### config.mk
export PLATFORM = sky130hd
export DESIGN_NAME = seq_div8x4
export DESIGN_NICKNAME = d
export VERILOG_FILES = /design/src/rtl/div_pkg.sv /design/src/rtl/div_step.sv /design/src/rtl/seq_div8x4.sv
export SDC_FILE = /design/constraint.sdc
export NUM_CORES = 1
export LEC_CHECK = 0
export CAP_MARGIN = 20
export CORE_MARGIN = 5
export CORE_UTILIZATION = 40
export CTS_CLUSTER_SIZE = 25
export DETAILED_ROUTE_END_ITERATION = 7
export GPL_ROUTABILITY_DRIVEN = 0
export PLACE_DENSITY_LB_ADDON = 0.05
export SLEW_MARGIN = 20
export SYNTH_ARGS = -nofsm -noshare
export SYNTH_HDL_FRONTEND = slang
export SYNTH_SLANG_ARGS = --single-unit
### constraint.sdc
create_clock -name clk -period 2.2 [get_ports clk]
set_input_delay 0.55 -clock clk [delete_from_list [all_inputs] [get_ports clk]]
set_output_delay 0.55 -clock clk [all_outputs]
set_load 0.1 [all_outputs]
### src/rtl/div_pkg.sv
// Shared definitions for the sequential restoring divider: FSM states,
// default widths and the step-counter width.
package div_pkg;

  localparam int DW_DEF = 8;
  localparam int VW_DEF = 4;

  function automatic int cnt_w(input int dw);
    return $clog2(dw + 1);
  endfunction

  localparam int CW_DEF = cnt_w(DW_DEF);

  typedef enum logic [1:0] {
    IDLE,
    CALC,
    DONE
  } state_t;

endpackage

### src/rtl/div_step.sv
// One restoring-division iteration: shift in a dividend bit, then subtract the
// divisor if it fits. Purely combinational.
module div_step #(
  parameter int VW = div_pkg::VW_DEF
) (
  input  logic [VW:0]   r,
  input  logic          bit_in,
  input  logic [VW-1:0] divisor,
  output logic [VW:0]   r_next,
  output logic          q_bit
);

  logic [VW:0] t;
  logic [VW:0] dvs_ext;

  assign t       = {r[VW-1:0], bit_in};
  assign dvs_ext = {1'b0, divisor};
  assign q_bit   = (t >= dvs_ext);
  assign r_next  = q_bit ? (t - dvs_ext) : t;

endmodule

### src/rtl/seq_div8x4.sv
// Sequential restoring divider, one quotient bit per clock behind start/busy/done.
// Optional macro DIV_DBZ_EN compiles in zero-divisor detection and short-circuit.
module seq_div8x4
  import div_pkg::*;
#(
  parameter int DW = DW_DEF,
  parameter int VW = VW_DEF
) (
  input  logic          clk,
  input  logic          rst,
  input  logic          start,
  input  logic [DW-1:0] dividend,
  input  logic [VW-1:0] divisor,
  output logic [DW-1:0] quotient,
  output logic [VW-1:0] remainder,
  output logic          busy,
  output logic          done,
  output logic          div_by_zero
);

  localparam int CW = cnt_w(DW);

  state_t        state, state_nxt;
  logic [CW-1:0] cnt;
  logic [DW-1:0] dvd;
  logic [VW-1:0] dvs;
  logic [VW:0]   r;
  logic [DW-1:0] q_sh;
  logic [VW:0]   r_next;
  logic          q_bit;
  logic          last;
  logic          dbz_hit;

  div_step #(.VW(VW)) u_step (
    .r       (r),
    .bit_in  (dvd[DW-1]),
    .divisor (dvs),
    .r_next  (r_next),
    .q_bit   (q_bit)
  );

  assign last = (cnt == CW'(DW - 1));

`ifdef DIV_DBZ_EN
  logic dbz_q;
  assign dbz_hit     = (dvs == '0);
  assign div_by_zero = dbz_q;
`else
  assign dbz_hit     = 1'b0;
  assign div_by_zero = 1'b0;
`endif

  always_ff @(posedge clk) begin
    if (rst) state <= IDLE;
    else     state <= state_nxt;
  end

  // A zero divisor spends a single CALC cycle so done lands one edge after accept.
  always_comb begin
    state_nxt = state;
    case (state)
      IDLE:    if (start) state_nxt = CALC;
      CALC:    if (dbz_hit || last) state_nxt = DONE;
      DONE:    state_nxt = IDLE;
      default: state_nxt = IDLE;
    endcase
  end

  always_ff @(posedge clk) begin
    if (rst) begin
      cnt       <= '0;
      dvd       <= '0;
      dvs       <= '0;
      r         <= '0;
      q_sh      <= '0;
      quotient  <= '0;
      remainder <= '0;
      busy      <= 1'b0;
      done      <= 1'b0;
`ifdef DIV_DBZ_EN
      dbz_q     <= 1'b0;
`endif
    end else begin
      done <= 1'b0;
      case (state)
        IDLE: if (start) begin
          dvd  <= dividend;
          dvs  <= divisor;
          r    <= '0;
          cnt  <= '0;
          busy <= 1'b1;
        end
        CALC: if (dbz_hit) begin
          quotient  <= '1;
          remainder <= dvd[VW-1:0];
          done      <= 1'b1;
`ifdef DIV_DBZ_EN
          dbz_q     <= 1'b1;
`endif
        end else begin
          r    <= r_next;
          dvd  <= dvd << 1;
          q_sh <= {q_sh[DW-2:0], q_bit};
          cnt  <= cnt + 1'b1;
          if (last) begin
            quotient  <= {q_sh[DW-2:0], q_bit};
            remainder <= r_next[VW-1:0];
            done      <= 1'b1;
`ifdef DIV_DBZ_EN
            dbz_q     <= 1'b0;
`endif
          end
        end
        DONE:    busy <= 1'b0;
        default: busy <= 1'b0;
      endcase
    end
  end

endmodule

---- Yosys cells after proc, flatten, opt, wreduce, memory -nomap -nowiden ----
Cells that the tools add are included.
Widths: inputs -> output; s select.
cells by class
  equality and inequality tests ........... 4
  bitwise gates (word level) .............. 1
  $lt $le $gt $ge ......................... 1
  reduce and logical (&&, ||, !) cells .... 8
  add/subtract/negate cells ............... 2
  multiplexer cells ....................... 13
operator list
  cell                 number
  $pmux 4 s2           2
  $pmux 8 s2           1
  $mux 4               3
  $reduce_and 2->1     5
  $mux 8               1
  $ge 5x4->1           1
  $add 4x1->4 const B  1
  $eq 4x3->1 const B   1
  $mux 2               2
  $ne 2x2->1 const B   2
  $pmux 2 s2           1
  $sub 4x4->4          1
  $eq 2x1->1 const B   1
  $logic_not 2->1      1
  $mux 1               2
  $pmux 1 s2           1
  $reduce_bool 2->1    1
  $reduce_or 2->1      1
  $not 1->1            1
storage, ports and cells
  register bits after elaboration ......... 43

---- Logic depth before layout (Yosys ltp) ----
Gate-level depths: netlist (run 1).
  word-level depth ........................ 3
  gate-level depth with buffers ........... 7
  gate-level depth less buffers ........... 7

---- Hierarchy ----
Synthesis (run 1) repeated with hierarchy kept, for this count alone.
unflattened totals
  cells, all modules ...................... 216
  area, all modules ....................... 1,896.8 µm²
by module, submodules not included
  module      sequential area each (µm²)  cells each  area each (µm²)  instances
  seq_div8x4  880.8                       181         1,649.1          1
  div_step    0.0                         35          247.7            1

---- Worst setup path after synthesis (run 1) ----
No wires, ideal clock.
  path type ............................... reg-to-reg
  start point ............................. register dvd[7]
  end point ............................... register r[1]
  setup slack ............................. 0.406 ns
  clock period less this slack ............ 1.794 ns
  data arrival time ....................... 1.677 ns
  setup time .............................. 0.117 ns
  cell stages (with the launch flop) ...... 7
  cells stage by stage .................... dfxtp_1 inv_1 ha_1 nand2b_2 a2111oi_4 o21ai_0 a32o_1
on the way
  word-level cells in the longest chain between the ends .. 3
RTL lines
  element                                           line                            source
  start, declared                                   seq_div8x4.sv:25                logic [DW-1:0] dvd;
  start signal, assigned                            seq_div8x4.sv:87                dvd <= dividend;
  start signal, assigned                            seq_div8x4.sv:102               dvd <= dvd << 1;
  $sub 4x4->4 / $ge 5x4->1 (equally long branches)  div_step.sv:19, div_step.sv:18
  $mux 4 (*)                                        div_step.sv:19                  assign r_next = q_bit ? (t - dvs_ext) : t;
  $pmux 4 s2 (*)                                    seq_div8x4.sv:85                case (state)
  end signal, assigned                              seq_div8x4.sv:101               r <= r_next;
  end, declared                                     seq_div8x4.sv:27                logic [VW:0] r;
Every way passes the cells marked *; elsewhere a longest branch is shown, timed or not.
A chain may end at the register's enable or synchronous reset.

---- Worst setup path after layout (run 1) ----
  start point ............................. register dvd[7]
  end point ............................... register remainder[2]
on the way
  word-level cells in the longest chain between the ends .. 2
RTL lines
  element                                           line                            source
  $sub 4x4->4 / $ge 5x4->1 (equally long branches)  div_step.sv:19, div_step.sv:18
  $mux 4 (*)                                        div_step.sv:19
  end signal, assigned                              seq_div8x4.sv:95                remainder <= dvd[VW-1:0];
  end signal, assigned                              seq_div8x4.sv:107               remainder <= r_next[VW-1:0];
  end, declared                                     seq_div8x4.sv:15                output logic [VW-1:0] remainder,
Marked as above.

==> results.toml, run 1 <==
[timing]
timing.setup.tns_ns = 0
finalSetupViolCount = 0
fin_skew_ns = 0.007150
fmax_mhz = 536.2
fin_crit_sh_pct = 84.76
maxSlewViolCount = 0
period_needed_ns = 1.865
worst_slack_ns = 0.3352
hold_viol = 0
timing.hold.ws_ns = 0.4553
rsz0062_at_grt = "no"

[worst_setup_path]
cp.arrival_ns = 2.08
startpoint_type = "flip-flop"
critPathTopFamily = "compound AO/OA/AOI/OAI gates"
critical_path.endpoint_type = "flip-flop"
crit_buf_inv = 1
cp_cell_sequence = "inv_1, ha_1, nand2b_2, a2111oi_4, nor2_4, mux2i_1, a211oi_1"
path_class = "flip-flop to flip-flop"
crit_fanout = 6
crit_required_ns = 2.41
slowest_delay_ns = 0.46
crit_path_top_delay_cell = "a2111oi_4"

[clocking]
post-cts-setup-buffers = 0
ctsResizeCount = 0
holdBufCountCts = 0
cts_tree = "yes"
cts_buffers = 5
clock_path_buffers = 2
htree_levels = 2
clock-sinks = 43
root_buffer = "clkbuf_8"
clock_latency_ns = 0.30
clk_pin_slew_worst_paths_ns = 0.08

[worst_hold_path]
hold_path.class = "flip-flop to flip-flop"

[final_layout]
final_util_pct = 50.23
finalNonFillerCells = 320
drive_above_1_share_pct = 15.04
final_cell_area_mm2 = 0.002341
finalNetCount = 286
fillerInstances = 465
n_antenna_cell = 0
syn_to_final_growth_pct = 22.77

[synthesis]
yosysTopAreaCellShare_pct = 45.14
synth_nets = 256
synth-edff-count = 0
yosysTopAreaCell = "dfxtp_1"
ys_ff_latch = 43
synth_area_leaders = "dfxtp_1 45%, nand2_1 10%, nor2_1 7.5%"
postSynth.asyncResetShare_pct = 0
synth_top_cells_by_count = "51 x nand2_1, 43 x dfxtp_1, 38 x nor2_1"
synth_most_common_cell = "nand2_1"
netlist_area_mm2 = 0.001907
yosys_most_used_dff = "dfxtp_1"
syn_inst = 235
yosysWarnings = 0
syn_avg_cell_area_um2 = 8.114
ys_seq_area_share_pct = 45.14
synth.distinct_cells = 41

[global_routing]
grt_util_all_layers_pct = 14.19
grt_max_degree = 21
grt_pass1_wl_um = 6982
grt_remaining_overflow = 0
grt_pass1_vias = 1460
antenna_found_initial = 0

[drt]
firstDrtPassIters = 6
wl_per_cell_um = 12.46
ant_nets = 0
dr_total_vias = 1574
drtIter0Drc = 117
post_drt_via_cell_ratio = 4.919
route.detailed.drc = 0
routed_wl_um = 3986

[floorplan]
die_h_um = 79.05
row_count = 25
io_pins = 30
core_mm2 = 0.004661
start_util_pct = 40.91
dieArea_mm2 = 0.006248
die_w_um = 79.05

[place]
io_buffers = 28
place_area_mm2 = 0.002205
dpl.hpwl_um = 2830
dp.cells = 312
dpl_worst_slack_ns = 0.2185

[flow_run]
maxCapViolations = 0

[power_and_ir_drop]
power_mw = 1.889
p_leak_nw = 0.9107
power_density_mw_per_mm2 = 806.8
ir_drop_v = 0.0003418

[status]
status = "complete, no violations"
-- registers in the layout, indices dropped and copies added (netlist names) --
| signal | cells |
|---|---|
| state | 2 |
| busy | 1 |
| dvs | 4 |
| r | 4 |
| q_sh | 7 |
| cnt | 4 |
| dvd | 8 |
| remainder | 4 |
| done | 1 |
| quotient | 8 |
-- power breakdown --
part	total [mW]	switching, mW	internal [mW]
Clock	0.729	0.276	0.453
Sequential	0.833	0.0218	0.811
Combinational	0.327	0.185	0.142
Total	1.89	0.483	1.41
-- worst paths after layout --
| path | startpoint | to | slack, ns | depth (start not counted) |
|---|---|---|---|---|
| max | dvd[7] | remainder[2] | 0.34 | 7 |
| min | remainder[0] | remainder[0] | 0.46 | 2 |
| max reg2reg | dvd[7] | remainder[2] | 0.34 | 7 |
| min reg2reg | remainder[0] | remainder[0] | 0.46 | 2 |
-- logic make-up after synthesis --
family / after synthesis / share of synthesized area, %
AOI/OAI and AO/OA: 54 / 19.09
xor gates and xnor gates: 1 / 0.4594
adders and majority gates: 6 / 4.331
buffers and inverters: 21 / 5.709
DFF: 43 / 45.14
muxes: 2 / 1.050
other: 1 / 0.1967
and+or+nand+nor: 107 / 24.02
-- routing by layer --
layer	wire length, µm	GRT usage (%)
met5	0	0
met4	72	6.186
met3	194	3.288
met2	1672	20.88
met1	2047	19.75
-- worst reg2reg max path, stage by stage, from the launching register on --
cell,delay (ns)
dfxtp_1,0.34
inv_1,0.04
ha_1,0.27
nand2b_2,0.21
a2111oi_4,0.46
nor2_4,0.09
mux2i_1,0.16
a211oi_1,0.23
-- cell type report --
| class | instances | area [µm²] | share of cell area, % |
|---|---|---|---|
| sequential | 43 | 860.8 | 36.77 |
| clock buffer | 5 | 68.82 | 2.940 |
| multi-input combinational | 171 | 937.1 | 40.03 |
| tap | 54 | 67.56 | 2.886 |
| clock inverter | 3 | 67.56 | 2.886 |
| timing repair buffer | 37 | 312.8 | 13.36 |
| inverter | 7 | 26.28 | 1.122 |
-- cells in the final DEF, fill, tap and decap left out, types with 2 or more instances in the layout --
cell type and n:
o211ai_1 2, a211oi_1 2, nor2_1 38, mux2i_1 2, a21oi_1 26, nor3_1 2
nand3_1 2, buf_4 23, or2_2 2, clkbuf_8 5, clkdlybuf4s50_1 14, ha_1 5
nand2_1 51, nand2b_1 2, inv_1 7, o21ai_0 5, o21a_1 2, nand3b_1 2
a311oi_1 8, dfxtp_1 43, bufinv_16 2
Power figures use the tool's default switching activity.
==> run 2: changes to the inputs <==
==> constraint.sdc (replaced) <==
create_clock -name clk -period 1.7 [get_ports clk]
set_input_delay 0.425 -clock clk [delete_from_list [all_inputs] [get_ports clk]]
set_output_delay 0.425 -clock clk [all_outputs]
set_load 0.1 [all_outputs]
==> results.toml, run 2 (synthesis gave the netlist of run 1 again) <==
[clocking]
clk_pin_slew_worst_paths_ns = 0.08
holdBufCountCts = 0
clock-sinks = 43
clock_path_buffers = 2
htree_levels = 2
cts_buffers = 5
clock_latency_ns = 0.29
root_buffer = "clkbuf_8"
cts_tree = "yes"

[final_layout]
fillerInstances = 420
drive_above_1_share_pct = 22.78
finalNetCount = 301
multi_input_area_um2 = 991.0
layout_commonest_cell = "nand2_1"
final_cell_mix = "51 x nand2_1, 41 x dfxtp_1, 36 x nor2_1"
n_antenna_cell = 0
layout.area.seq_um2 = 863.3
finalNonFillerCells = 335
syn_to_final_growth_pct = 40.49
reg_top3 = "dvd x8, quotient x8, q_sh x7"

[floorplan]
row_count = 25
start_util_pct = 40.91
die_w_um = 79.05
core_mm2 = 0.004661
dieArea_mm2 = 0.006248
io_pins = 30
die_h_um = 79.05

[timing]
timing.hold.ws_ns = 0.4544
fmax_mhz = 580.3
rsz0062_at_grt = "yes"
fin_skew_ns = 0.008061
maxSlewViolCount = 0
timing.setup.tns_ns = -0.02918
fin_crit_sh_pct = 101.4
period_needed_ns = 1.723
hold_viol = 0
finalSetupViolCount = 2
worst_slack_ns = -0.02336

[status]
status = "finished with violations"
violations = "setup timing"

[power_and_ir_drop]
power_density_mw_per_mm2 = 900.5
p_leak_nw = 1.029
ir_drop_v = 0.0005635

[worst_setup_path]
r2r_setup_slack_ns = -0.02
r2r_cells = 7
startpoint_type = "flip-flop"
cp.arrival_ns = 1.94
crit_fanout = 5
crit_required_ns = 1.91
reg2reg_from = "dvd[7]"
path_class = "flip-flop to flip-flop"
critical_path.endpoint_type = "flip-flop"
r2r_end = "r[2]"

[global_routing]
grt_max_degree = 21
grt_util_all_layers_pct = 14.40
grt_pass1_wl_um = 7079
grt_remaining_overflow = 0
grt_pass1_vias = 1588
antenna_found_initial = 0

[flow_run]
maxCapViolations = 0

[place]
dp.cells = 326
io_buffers = 28
dpl.hpwl_um = 2971
dpl_worst_slack_ns = -0.08791

[drt]
drtIter0Drc = 106
dr_total_vias = 1669
routed_wl_um = 4124
firstDrtPassIters = 4
post_drt_via_cell_ratio = 4.982
route.detailed.drc = 0
ant_nets = 0
wl_per_cell_um = 12.31

[worst_hold_path]
min_to = "quotient[7]"
hold_path.class = "flip-flop to flip-flop"
whs_path_depth = 2
hp-start = "q_sh[6]"
==> run 2: layer usage <==
| metal | track usage (%) | wire length (µm) | vias up | share of wire [%] |
|---|---|---|---|---|
| met5 | 0 | 0 | - | 0 |
| met4 | 5.842 | 28 | 0 | 0.68 |
| met3 | 4.762 | 163 | 4 | 4.0 |
| met2 | 22.56 | 1931 | 28 | 47 |
| met1 | 18.18 | 2001 | 755 | 49 |
| li1 | - | - | 882 | - |
==> run 2: worst max-delay path, cell delays in order (launching register included) <==
cell and delay, ns:
dfxtp_2 0.34, inv_2 0.04, ha_4 0.20, nand2b_4 0.15, a2111oi_4 0.44, nor2_4 0.10, mux2i_1 0.15, o31ai_1 0.23
==> run 2: worst max path at each step <==
| stage | start | end | slack (ns) | depth (start not counted) |
|---|---|---|---|---|
| finish | dvd[7] | r[2] | -0.02 | 7 |
| global route | dvd[7] | remainder[2] | -0.12 | 7 |
| CTS | dvd[7] | remainder[2] | -0.007 | 7 |
| detailed placement | start | dvd[7] | -0.09 | 5 |
| global placement | start | dvd[7] | -0.11 | 5 |
| floorplan | dvs[1] | remainder[2] | 0.01 | 6 |
==> run 2: layout make-up <==
cell class                      instances  area share (%)
Multi-Input combinational cell        171           36.99
Clock inverter                          2           1.308
Timing Repair Buffer                   52           22.89
Tap cell                               54           2.522
Clock buffer                            6           3.083
Inverter                                7          0.9808
Sequential cell                        43           32.23
==> run 2: repair_timing <==
action | 4_1_cts | 5_1_grt
buffers inserted | 0 | 1
endpoints found under the setup margin | 6 | 10
pin swaps | 3 | 2
gates cloned | 0 | 0
gates resized for setup | 5 | 5
==> run 2: power by group <==
group / total (mW) / switching [mW] / internal [mW]
clock network: 0.816 / 0.341 / 0.475
logic: 0.515 / 0.259 / 0.255
registers: 1.08 / 0.0310 / 1.05
total: 2.41 / 0.631 / 1.78
==> run 2: per-stage QoR <==
step                area (µm²)  util [%]  power [mW]
floorplan                 1911         -       1.424
global placement          2501     53.66       1.586
detailed placement        2501     53.66       1.586
CTS                       2648     56.81       2.426
global route              2679     57.48       2.560
finish                    2679     57.48       2.412
==> run 3: changes to the inputs <==
--- a/config.mk
+++ b/config.mk
@@ -6,7 +6,6 @@
 export NUM_CORES = 1
 export LEC_CHECK = 0
 export CAP_MARGIN = 20
-export CORE_MARGIN = 5
 export CORE_UTILIZATION = 40
 export CTS_CLUSTER_SIZE = 25
 export DETAILED_ROUTE_END_ITERATION = 7
==> results.toml, run 3 (synthesis gave the netlist of run 1 again) <==
[clocking]
cts_tree = "yes"
htree_levels = 2
clock_path_buffers = 2
clock_latency_ns = 0.30
clock-sinks = 43
clk_pin_slew_worst_paths_ns = 0.09
cts_buffers = 5
root_buffer = "clkbuf_8"
holdBufCountCts = 0

[timing]
hold_viol = 0
fmax_mhz = 568.0
fin_skew_ns = 0.007523
period_needed_ns = 1.761
worst_slack_ns = -0.06064
timing.setup.tns_ns = -0.1454
rsz0062_at_grt = "yes"
fin_crit_sh_pct = 103.6
finalSetupViolCount = 4
maxSlewViolCount = 0

[place]
dp.cells = 324
io_buffers = 28
dpl.hpwl_um = 3051

[floorplan]
die_w_um = 71.05
dieArea_mm2 = 0.005047
row_count = 24
core_mm2 = 0.004474
io_pins = 30
start_util_pct = 42.62
die_h_um = 71.05

[worst_setup_path]
cp_cell_sequence = "inv_2, ha_4, fa_1, or3b_4, a32o_1"
cp.arrival_ns = 1.96
crit_fanout = 3
critPathLaunch = "dvd[7]"
critical_path.endpoint_type = "flip-flop"
crit_buf_inv = 1
critPathTopFamily = "adder cells"
crit_required_ns = 1.90
reg2reg_from = "dvd[7]"
crit_path_top_delay_cell = "fa_1"
path_class = "flip-flop to flip-flop"
startpoint_type = "flip-flop"
slowest_delay_ns = 0.47

[status]
violations = "setup timing"
status = "finished with violations"

[final_layout]
layout_commonest_cell = "nand2_1"
drive_above_1_share_pct = 25.09
n_antenna_cell = 0
finalNonFillerCells = 335
reg_top3 = "dvd x8, quotient x8, q_sh x7"
final_util_pct = 59.73
final_cell_mix = "51 x nand2_1, 40 x dfxtp_1, 36 x nor2_1"
finalNetCount = 303
syn_to_final_growth_pct = 40.16
fillerInstances = 403

[drt]
firstDrtPassIters = 6
drtIter0Drc = 95
dr_total_vias = 1711
wl_per_cell_um = 12.64
post_drt_via_cell_ratio = 5.107
routed_wl_um = 4234
ant_nets = 0
route.detailed.drc = 0

[global_routing]
grt_pass1_wl_um = 7403
antenna_found_initial = 0
grt_remaining_overflow = 0
grt_max_degree = 21
grt_util_all_layers_pct = 18.63
grt_pass1_vias = 1639

[power_and_ir_drop]
ir_drop_v = 0.0005679
power_density_mw_per_mm2 = 861.1
p_leak_nw = 1.018
power_mw = 2.301

[worst_hold_path]
hp-start = "q_sh[6]"
hold_path.class = "flip-flop to flip-flop"

[flow_run]
maxCapViolations = 0
## run 3: what timing repair did
item                                    in CTS  in global routing
buffers inserted                             1                  2
endpoints found under the setup margin       9                 10
pin swaps                                    4                  5
gates resized for setup                      5                 10
## run 3: through the flow
| stage | hold WS (ns) | area (µm²) | worst slack [ns] |
|---|---|---|---|
| floorplan | 0.4322 | 1911 | 0.01462 |
| global placement | 0.4463 | 2499 | -0.08202 |
| detailed placement | 0.4497 | 2499 | -0.08796 |
| CTS | 0.4625 | 2628 | -0.08182 |
| global route | 0.4994 | 2673 | -0.1025 |
| finish | 0.4643 | 2673 | -0.06064 |
## run 3: per-layer routing
metal	vias up	track usage (%)	share of wire, %
met5	-	0	0
met4	0	6.667	1.6
met3	8	4.416	2.7
met2	27	29.91	45
met1	788	24.56	50
li1	888	-	-
## run 3: worst min-delay path, delay by kind of cell (launching register included)
kind             cells  cell delay (ns)
AO/OA/AOI/OAI        1             0.05
flip-flops           1             0.32
AND/OR/NAND/NOR      1             0.05
## run 3: area by class of cell
class | count | area, µm² | share of cell area, %
timing repair buffer | 54 | 628.1 | 23.50
clock buffer | 5 | 68.82 | 2.575
clock inverter | 3 | 23.77 | 0.8895
inverter | 7 | 26.28 | 0.9831
tap | 52 | 65.06 | 2.434
sequential | 43 | 864.6 | 32.35
multi-input combinational | 171 | 996.0 | 37.27
## run 3: path summary, 6_finish.rpt
check	endpoint	slack (ns)	cells after the start
setup / recovery	r[1]	-0.06	5
hold / removal	quotient[7]	0.46	2
setup reg to reg	r[1]	-0.06	5
hold reg to reg	quotient[7]	0.46	2
## run 3: power breakdown
group / internal (mW) / switching, mW
registers: 1.05 / 0.0319
logic: 0.279 / 0.274
clock network: 0.294 / 0.371
total: 1.62 / 0.678
